<file path="src/rtl/cnt_rr_sched.sv">
// cnt_rr_sched: round-robin scheduler in front of a shared CW-bit step counter.
//
// Each of NREQ requesters raises req[i] with step2[i] selecting a +2 (1) or
// +1 (0) increment. One requester is granted per cycle, searching upward from
// the round-robin pointer. The counter is updated on the granting edge. After
// each grant the pointer moves to the slot just past the winner.
//
// Ports:
//   clk     - clock, rising edge
//   rst_n   - asynchronous active-low reset
//   en      - scheduler enable; no grants while low
//   clr     - synchronous clear of counter and overflow flag (highest priority)
//   req     - per-requester increment request (level, held until granted)
//   step2   - per-requester step select, sampled together with req
//   gnt     - one-hot grant, combinational, same cycle as req
//   cnt_o   - registered counter value
//   ovf_o   - sticky overflow flag, registered
//   busy_o  - en & |req, combinational
//
// Build option:
//   CNT_RR_SCHED_SAT_EN - when defined, the counter saturates at 2^CW-1
//                         instead of wrapping; ovf_o is set in both modes.

module cnt_rr_sched #(
    parameter int unsigned NREQ = 4,
    parameter int unsigned CW   = 4
) (
    input  logic            clk,
    input  logic            rst_n,
    input  logic            en,
    input  logic            clr,
    input  logic [NREQ-1:0] req,
    input  logic [NREQ-1:0] step2,
    output logic [NREQ-1:0] gnt,
    output logic [CW-1:0]   cnt_o,
    output logic            ovf_o,
    output logic            busy_o
);

    localparam int unsigned PW = $clog2(NREQ);

    logic [PW-1:0]   ptr;
    logic [CW-1:0]   cnt_q;
    logic            ovf_q;

    logic            hit;
    logic [PW-1:0]   gidx;
    logic [PW-1:0]   cand;
    logic [NREQ-1:0] gnt_c;
    logic [CW:0]     sum;

    // Rotating priority search starting at ptr. Gating with rst_n keeps gnt
    // low for the whole time reset is held, not just after the first edge.
    always_comb begin
        gnt_c = '0;
        gidx  = '0;
        cand  = '0;
        hit   = 1'b0;
        if (rst_n && en && !clr) begin
            for (int unsigned k = 0; k < NREQ; k++) begin
                cand = PW'((32'(ptr) + k) % NREQ);
                if (!hit && req[cand]) begin
                    hit  = 1'b1;
                    gidx = cand;
                end
            end
        end
        if (hit) begin
            gnt_c[gidx] = 1'b1;
        end
    end

    // One extra bit so the carry out marks a wrap/overflow event.
    always_comb begin
        sum = {1'b0, cnt_q} + (step2[gidx] ? (CW+1)'(2) : (CW+1)'(1));
    end

    always_ff @(posedge clk or negedge rst_n) begin
        if (!rst_n) begin
            cnt_q <= '0;
            ovf_q <= 1'b0;
            ptr   <= '0;
        end else if (clr) begin
            // Pointer deliberately left alone so fairness survives a clear.
            cnt_q <= '0;
            ovf_q <= 1'b0;
        end else if (hit) begin
            ptr <= (gidx == PW'(NREQ - 1)) ? '0 : gidx + 1'b1;
            if (sum[CW]) begin
                ovf_q <= 1'b1;
`ifdef CNT_RR_SCHED_SAT_EN
                cnt_q <= '1;
`else
                cnt_q <= sum[CW-1:0];
`endif
            end else begin
                cnt_q <= sum[CW-1:0];
            end
        end
    end

    assign gnt    = gnt_c;
    assign cnt_o  = cnt_q;
    assign ovf_o  = ovf_q;
    assign busy_o = en & (|req);

endmodule

</file>
<file path="config.mk">
export PLATFORM = sky130hd
export DESIGN_NAME = cnt_rr_sched
export DESIGN_NICKNAME = d
export VERILOG_FILES = /design/src/rtl/cnt_rr_sched.sv
export SDC_FILE = /design/constraint.sdc
export NUM_CORES = 1
export LEC_CHECK = 0
export CORE_MARGIN = 2
export CORE_UTILIZATION = 41
export CTS_BUF_LIST = sky130_fd_sc_hd__clkbuf_4
export CTS_CLUSTER_DIAMETER = 80
export DETAILED_ROUTE_END_ITERATION = 10
export GPL_TIMING_DRIVEN = 0
export PLACE_DENSITY = 0.8
export SYNTH_ARGS = -nofsm -noshare
export SYNTH_HDL_FRONTEND = slang
export SYNTH_SLANG_ARGS = --single-unit
</file>
<file path="constraint.sdc">
create_clock -name clk -period 2.4 [get_ports clk]
set_input_delay 0.48 -clock clk [delete_from_list [all_inputs] [get_ports clk]]
set_output_delay 0.48 -clock clk [all_outputs]
set_load 0.01 [all_outputs]
</file>
Word level (Yosys, flattened, before mapping)
Cells that the tools add are included.
- bits in registers: 7
- word-level logic and storage cells: 65
- input bits: 12
- output and inout bits: 10
- magnitude comparators: 6
- mux-type cells: 33
- reductions and logical operators: 15
- add/sub/neg operators: 5
- bitwise logic cells: 2
- equal/unequal tests: 1
- operator list (operator ; count):
    $mux W1 ; 17
    $lt A2 B3 Y1 const B ; 5
    $mux W2 ; 7
    $mux W4 ; 3
    $bmux W1 S2 ; 5
    $logic_and A1 B1 Y1 ; 6
    $add A4 B2 Y5 ; 1
    $add A2 B1 Y2 const B ; 2
    $add A2 B2 Y2 const B ; 2
    $logic_not A1 Y1 ; 4
    $reduce_and A2 Y1 ; 2
    $reduce_bool A2 Y1 ; 2
    $reduce_or A4 Y1 ; 1
    $demux W1 S2 ; 1
    $eq A2 B2 Y1 const B ; 1
    $ge A2 B1 Y1 const B ; 1
    $and A1 B1 Y1 ; 1
    $not A1 Y1 ; 1

Depth between registers and ports, before layout
Gate-level depths: netlist (run 1).
- depth after elaboration: 23
- mapped depth: 10
- depth with buffers taken out: 10

Worst setup path before layout (run 1)
Ideal clock, no wire load.
- path kind: input to register
- start point: input req[1]
- end point: register ovf_q, in the netlist ovf_o
- buffers on the path: 0
- path slack: -0.083 ns
- stages: 9
- setup time: 0.121 ns
- required time: 2.279 ns
- data arrival time: 2.362 ns
- cell sequence: nor4bb_4 a21oi_2 a211oi_4 mux2i_1 mux2_2 ha_1 fa_1 a41oi_1 nor2_1
- cells in the longest elaborated chain, start to end: 22
- elaborated cells on any way between the ends: 34
- those cells by class: add/sub: 1; mux: 24; reduce/logical: 9
- RTL lines (what ; line ; source):
    from (decl) ; 32 ; input logic [NREQ-1:0] req,
    $bmux W1 S2 ; 62 ; if (!hit && req[cand]) begin
    $mux W1 (implied by the code) ; 62 ;
    $mux W1 ; 62 ;
    $mux W1 ; 59 ; if (rst_n && en && !clr) begin
    $logic_not A1 Y1 ; 62 ;
    $logic_and A1 B1 Y1 ; 62 ;
    $mux W1 ; 62 ;
    $mux W1 ; 59 ;
    [6 not listed] ; n/a ;
    $mux W2 ; 62 ;
    $mux W2 ; 59 ;
    $bmux W1 S2 ; 75 ; sum = {1'b0, cnt_q} + (step2[gidx] ? (CW+1)'(2) : (CW+1)'(1));
    $mux W1 (implied by the code) ; 75 ;
    $mux W2 ; 75 ;
    $add A4 B2 Y5 ; 75 ;
    $reduce_bool A2 Y1 (no source line) ; n/a ;
    $reduce_and A2 Y1 (no source line) (*) ; n/a ;
    to (signal assigned) ; 81 ; ovf_q <= 1'b0;
    to (signal assigned) ; 86 ; ovf_q <= 1'b0;
    to (signal assigned) ; 90 ; ovf_q <= 1'b1;
    to (decl) ; 44 ; logic ovf_q;
Every way passes the cells marked *; elsewhere a longest branch is shown, timed or not. The select of a mux whose other input is x is not followed.
A chain may end at the register's enable or synchronous reset.

Worst setup path in the final report (run 1)
- start point: input req[0]
- end point: register cnt_q[1], in the netlist cnt_o[1]
- cells in the longest elaborated chain, start to end: 22
- elaborated cells on any way between the ends: 34
- those cells by class: add/sub: 1; mux: 26; reduce/logical: 7
- RTL lines (what ; line ; source):
    $bmux W1 S2 ; 62 ;
    $mux W1 (implied by the code) ; 62 ;
    $mux W1 ; 62 ;
    $mux W1 ; 59 ;
    $logic_not A1 Y1 ; 62 ;
    $logic_and A1 B1 Y1 ; 62 ;
    $mux W1 ; 62 ;
    $mux W1 ; 59 ;
    [6 not listed] ; n/a ;
    $mux W2 ; 62 ;
    $mux W2 ; 59 ;
    $bmux W1 S2 ; 75 ;
    $mux W1 (implied by the code) ; 75 ;
    $mux W2 ; 75 ;
    $add A4 B2 Y5 ; 75 ;
    $mux W4 ; 87 ; end else if (hit) begin
    $mux W4 ; 83 ; end else if (clr) begin
    to (signal assigned) ; 94 ; cnt_q <= sum[CW-1:0];
    to (signal assigned) ; 97 ; cnt_q <= sum[CW-1:0];
    to (decl) ; 43 ; logic [CW-1:0] cnt_q;
Several ways; a longest one is shown, not always the timed one. The select of a mux whose other input is x is not followed.

==> results of run 1 <==
-- per-layer routing --
layer	part of all wire, %	wire length [um]
met3	3.1	50
met4	0	0
met1	41	664
met5	0	0
met2	56	919
-- sequential cells by signal (all words and copies together), names as in the netlist --
signal,cells
cnt_o,4
ovf_o,1
ptr,2
-- power by group through the flow --
stage / clock network (mW) / registers (mW) / logic [mW]
finish: 0.119 / 0.142 / 0.142
global route: 0.128 / 0.143 / 0.155
CTS: 0.125 / 0.141 / 0.138
detailed placement: 0 / 0.144 / 0.107
global placement: 0 / 0.143 / 0.102
floorplan: 0 / 0.142 / 0.0611
-- worst register-to-register path, delay by kind of cell (launching register included) --
| family | cells | cell delay [ns] |
|---|---|---|
| DFF | 1 | 0.41 |
| adders and majority gates | 2 | 0.68 |
| muxes | 2 | 0.36 |
| AOI/OAI and AO/OA | 3 | 0.43 |
| buffers and inverters | 1 | 0.16 |
| and+or+nand+nor | 2 | 0.42 |
-- timing repair --
action | 4_1_cts | 5_1_grt
gates resized for setup | 66 | 1
setup endpoints to repair | 11 | 8
pin swaps | 9 | 2
setup buffers | 11 | 0
-- metrics by stage --
step	power, mW	instance area [um2]	setup TNS, ns	util, %
after global routing	0.425	1070	-1.53	73.8
after detailed placement	0.250	862	-8.81	59.3
after global placement	0.245	862	-8.16	59.3
final	0.403	1070	-0.763	73.8
after CTS	0.404	1070	-0.495	73.6
after floorplan	0.203	632	-0.00766	-
-- cells by family after synthesis --
group	share of synthesized area, %
DFF	28.3
muxes	8.48
buffers and inverters	2.42
adders and majority gates	15.4
AOI/OAI and AO/OA	16.8
and+or+nand+nor	27.3
xor gates and xnor gates	1.41
-- synthesized netlist by cell type (all sizes together), types with 2 or more instances --
master,instances,area (um2)
dfrtp,7,175
ha,6,75.1
and2,4,25.0
nand2,4,15.0
nor2,4,15.0
inv,3,11.3
mux2i,3,30.0
nand2b,3,18.8
o21ai,3,15.0
a21oi,2,13.8
mux2,2,22.5
nand3,2,10.0
nand3b,2,15.0
nor2b,2,12.5
o211ai,2,15.0
-- worst max path at each step --
stage / to / slack (ns) / depth (start not counted)
floorplan: cnt_o[1] / -0.008 / 9
global placement: gnt[3] / -1.01 / 8
detailed placement: gnt[1] / -1.14 / 8
CTS: cnt_o[1] / -0.09 / 10
global route: cnt_o[1] / -0.24 / 10
finish: cnt_o[1] / -0.15 / 11
-- cell type report --
| class | instances | share of cell area, % |
|---|---|---|
| clock buffers | 4 | 2.80 |
| flip-flops and latches | 7 | 16.4 |
| inverters | 3 | 1.05 |
| well taps | 16 | 1.86 |
| plain buffers | 1 | 0.466 |
| repair buffers | 32 | 25.9 |
| multi-input cells | 52 | 51.5 |
==> results.toml, run 1 <==
[outcome]
status = "complete, but fails checks"
violations = "setup timing"

[floorplan]
dieArea_um2 = 1840
die_y_um = 42.9
io_pins = 22
die_w_um = 42.9
initial_utilization_pct = 42.6
num_rows = 14
core-area_um2 = 1450

[cts]
cts.path.max_buffers = 2
cts_root_buffer = "clkbuf_4"
cts_buffers = 3
cts_tree = "built"
htree_levels = 1
holdBufCountCts = 0
clk_latency_ns = 0.25
clkTransAtPathRegs_ns = 0.05
cts_sinks = 7

[timing]
whs_ns = 0.161
finalHoldViolCount = 0
tightestPinTransition_ns = 0.308
slew_violations = 0
rsz0062_at_grt = "yes"
fin_crit_ns = 2.55
slew_headroom_pct = 79.3
max_freq_ghz = 0.392
layout_setup_ws_ns = -0.152
skew_ns = 0.000306
fin_crit_sh_pct = 106
setup_viol = 7

[power_and_ir_drop]
power_density_nw_per_um2 = 375
p_clk_share_pct = 29.6
p_sw_mw = 0.122
p_int_mw = 0.281
ir_drop_mv = 0.361
switching_share_pct = 30.2
power.leakage_nw = 0.461
power_frac_comb_pct = 35.3
power_frac_seq_pct = 35.2

[critical_path]
cp.required_ns = 2.58
crit_family = "adder cells"
critPathBufInv = 2
critPathMaxFanout = 6
cp-end-kind = "flip-flop"
cp_slowest_cell = "fa_2"
r2r_start = "ptr[0]"
start_kind = "input pin"
cp_cell_sequence = "clkdlybuf4s15_2, and4bb_1, o21ba_4, a211oi_4, buf_6, mux2i_4, mux2_4, ha_4, fa_2, nand2_1, o21ai_1"
rr_worst_depth = 10
cp-startpoint = "req[0]"
arrival_ns = 2.73
max_stage_delay_ns = 0.51
reg2reg_to = "cnt_o[1]"
r2r_slack_ns = -0.13
criticalPathCategory = "in -> reg"

[grt]
grt_max_degree = 11
grt-busiest-layer = "met2"
antenna_found_initial = 0
use_met1_pct = 23.4
grt_pass1_vias = 637
grt_pass1_wl_um = 2830
grt-ovfl-total = 0
gr-usage-met3_pct = 1.70
track_usage_pct = 20.2
grt_util_met2_pct = 37.9

[routing]
drtAntennaViolNets = 0
wl_per_cell_um = 14.2
wirelength_um = 1630
vias = 606
drcViolationCount = 0
drt_iter0_drc = 3
dr.pass1.iters = 3
avgViaCountPerCell = 5.27

[layout]
final_nets = 119
area_growth_pct = 73.3
final_cell_mix = "10 x clkdlybuf4s50_1, 9 x buf_4, 6 x dfrtp_1, 5 x buf_2"
final_common_cell = "clkdlybuf4s50_1"
fill_cells = 103
final_layout_size_suffix_gt1_share_pct = 48.5
seqCellArea_um2 = 176
antenna_cells = 0
instances_no_fill = 115
multi_input_area_um2 = 553

[yosys]
synth_cells = 63
async_flop_share_pct = 100
ys_seq_area_share_pct = 28.3
syn_avg_cell_area_um2 = 9.83
synth_edf_count = 0
yosys_warnings = 0
synth_top_flop_cell = "dfrtp_1"
ys_seq_elements = 7
synth.distinct_cells = 30
synth_nets = 82
synth_area_um2 = 619

[place]
place_hpwl_um = 1070
portBuffers = 21
placed_cells = 100
dp_slack_ns = -1.14
gp_congestion = 0.691

[min_path]
hp-class = "in -> async"

[run]
cap_violations = 0
(Power assumes the default switching activity.)
==> run 2, diff against run 1 <==
--- a/config.mk
+++ b/config.mk
@@ -5,7 +5,7 @@
 export SDC_FILE = /design/constraint.sdc
 export NUM_CORES = 1
 export LEC_CHECK = 0
-export CORE_MARGIN = 2
+export CORE_MARGIN = 1.5
 export CORE_UTILIZATION = 41
 export CTS_BUF_LIST = sky130_fd_sc_hd__clkbuf_4
 export CTS_CLUSTER_DIAMETER = 80
==> constraint.sdc (replaced) <==
create_clock -name clk -period 2.4 [get_ports clk]
set_input_delay 0.6 -clock clk [delete_from_list [all_inputs] [get_ports clk]]
set_output_delay 0.6 -clock clk [all_outputs]
set_load 0.01 [all_outputs]
==> run 2 against run 1 <==
The flow still finishes with violations (setup timing). Final area increased by 5.5%. Sequential cell count did not move. Core utilization grew 10 points. Via count rose by 4.3%. Clock power is essentially flat. Sequential power hardly changed. Highest routed layer is now met4. Die area shrank 4.6%. Power rose by 4.2%. Sequential share of layout area decreased by 0.85 points. Register-to-register slack worse by 0.09 ns.
==> results.toml, run 2 (synthesis results as in run 1) <==
[critical_path]
arrival_ns = 2.81
cp_slowest_cell = "fa_2"
cp-end-kind = "flip-flop"
critPathBufInv = 3
start_kind = "input pin"
cpMostUsedCell = "buf_6"
max_stage_delay_ns = 0.51
cp.required_ns = 2.58
r2r_start = "ptr[1]"
criticalPathCategory = "in -> reg"
reg2reg_to = "cnt_o[1]"
cp_cell_sequence = "buf_8, or2_4, o211ai_1, a211oi_4, buf_6, buf_6, mux2i_4, mux2_4, ha_4, fa_2, nand2_1, o21ai_1"
r2r_slack_ns = -0.22
rr_worst_depth = 11
critPathMaxFanout = 3
crit_family = "adder cells"

[layout]
final_nets = 123
final_common_cell = "buf_4"
instances_no_fill = 118
final_cell_mix = "11 x buf_4, 10 x clkdlybuf4s50_1, 7 x buf_6, 6 x dfrtp_1, 6 x buf_2"
multi_input_area_um2 = 573
antenna_cells = 0
fill_cells = 68
seqCellArea_um2 = 176
area_growth_pct = 82.8
final_layout_size_suffix_gt1_share_pct = 52.4
largest_reg_flops = 4
final_util_pct = 83.9

[place]
placed_cells = 99
gp_congestion = 0.648
place_hpwl_um = 989
portBuffers = 21
dp_slack_ns = -1.27

[floorplan]
io_pins = 22
core-area_um2 = 1350
dieArea_um2 = 1750
initial_utilization_pct = 45.9
die_w_um = 41.9
num_rows = 13
die_y_um = 41.9

[power_and_ir_drop]
ir_drop_mv = 0.286
switching_share_pct = 30.8
power_frac_seq_pct = 33.9
power_density_nw_per_um2 = 371
power_mw = 0.420
power_frac_comb_pct = 37.3
p_int_mw = 0.290
power.leakage_nw = 0.495
p_clk_share_pct = 28.8
p_sw_mw = 0.129

[timing]
layout_setup_ws_ns = -0.231
finalHoldViolCount = 0
tightestPinTransition_ns = 0.303
slew_violations = 0
max_freq_ghz = 0.380
fin_crit_sh_pct = 110
setup_viol = 8
rsz0062_at_grt = "yes"
skew_ns = 0.000949
slew_headroom_pct = 79.7
fin_crit_ns = 2.63

[grt]
grt-ovfl-total = 0
grt_pass1_wl_um = 3010
grt_max_degree = 11
grt_pass1_vias = 647
antenna_found_initial = 0
track_usage_pct = 22.9

[outcome]
violations = "setup timing"
status = "complete, but fails checks"

[cts]
clkTransAtPathRegs_ns = 0.05
holdBufCountCts = 0
cts_tree = "built"
htree_levels = 1
cts_sinks = 7
cts.path.max_buffers = 2
cts_buffers = 3
clk_latency_ns = 0.26
cts_root_buffer = "clkbuf_4"

[routing]
dr.pass1.iters = 4
drt_iter0_drc = 11
avgViaCountPerCell = 5.36
wl_per_cell_um = 14.8
drcViolationCount = 0
vias = 632
wirelength_um = 1750
drtAntennaViolNets = 0

[run]
cap_violations = 0

[min_path]
hp-class = "in -> async"
## run 2: power by group through the flow
stage | registers [mW] | logic (mW) | clock network (mW)
2_1_floorplan | 0.142 | 0.0611 | 0
3_3_place_gp | 0.142 | 0.103 | 0
3_5_place_dp | 0.144 | 0.106 | 0
4_1_cts | 0.141 | 0.145 | 0.128
5_1_grt | 0.143 | 0.171 | 0.133
6_report | 0.142 | 0.157 | 0.121
## run 2: worst max-delay path by stage
stage	startpoint	endpoint	slack, ns	depth (start not counted)
2_1_floorplan	req[1]	cnt_o[1]	-0.13	9
3_3_place_gp	rst_n	gnt[3]	-1.26	8
3_5_place_dp	rst_n	gnt[1]	-1.27	8
4_1_cts	req[2]	ovf_o	-0.21	12
5_1_grt	ptr[1]	ovf_o	-0.32	11
6_report	req[2]	cnt_o[1]	-0.23	12
## run 2: area by class of cell
cell class / count / area share [%]
Multi-Input combinational cell: 52 / 50.6
Inverter: 3 / 1.22
Sequential cell: 7 / 15.6
Tap cell: 15 / 1.66
Timing Repair Buffer: 36 / 27.8
Buffer: 1 / 0.442
Clock buffer: 4 / 2.65
## run 2: per-stage QoR
step | instance area, um2 | TNS [ns] | hold slack [ns]
CTS | 1100 | -1.36 | 0.162
global placement | 861 | -10.24 | 0.504
finish | 1130 | -1.58 | 0.172
detailed placement | 861 | -10.35 | 0.509
global route | 1130 | -2.37 | 0.166
floorplan | 632 | -0.371 | 0.304
## run 2: per-layer routing
layer / global-route usage (%) / share of wire (%) / wire (um) / up-vias
li1: - / - / - / 306
met4: 12.3 / 2.8 / 49 / 0
met1: 28.3 / 42 / 737 / 303
met3: 4.35 / 4.6 / 80 / 4
met5: 0 / 0 / 0 / -
met2: 37.5 / 50 / 879 / 19
## run 2: worst reg2reg max path: stages, from the launching register on
cell and delay, ns:
dfrtp_2 0.44, nor4bb_4 0.33, a21oi_2 0.08, a211oi_4 0.30
buf_6 0.15, buf_6 0.11, mux2i_2 0.07, mux2_4 0.29
ha_4 0.16, fa_2 0.51, nand2_1 0.04, o21ai_1 0.08
## run 2: repair_timing
item,in CTS,in global routing
gates resized for setup,79,6
cloned,0,0
endpoints found under the setup margin,11,8
pin swaps,15,7
buffers inserted,14,1
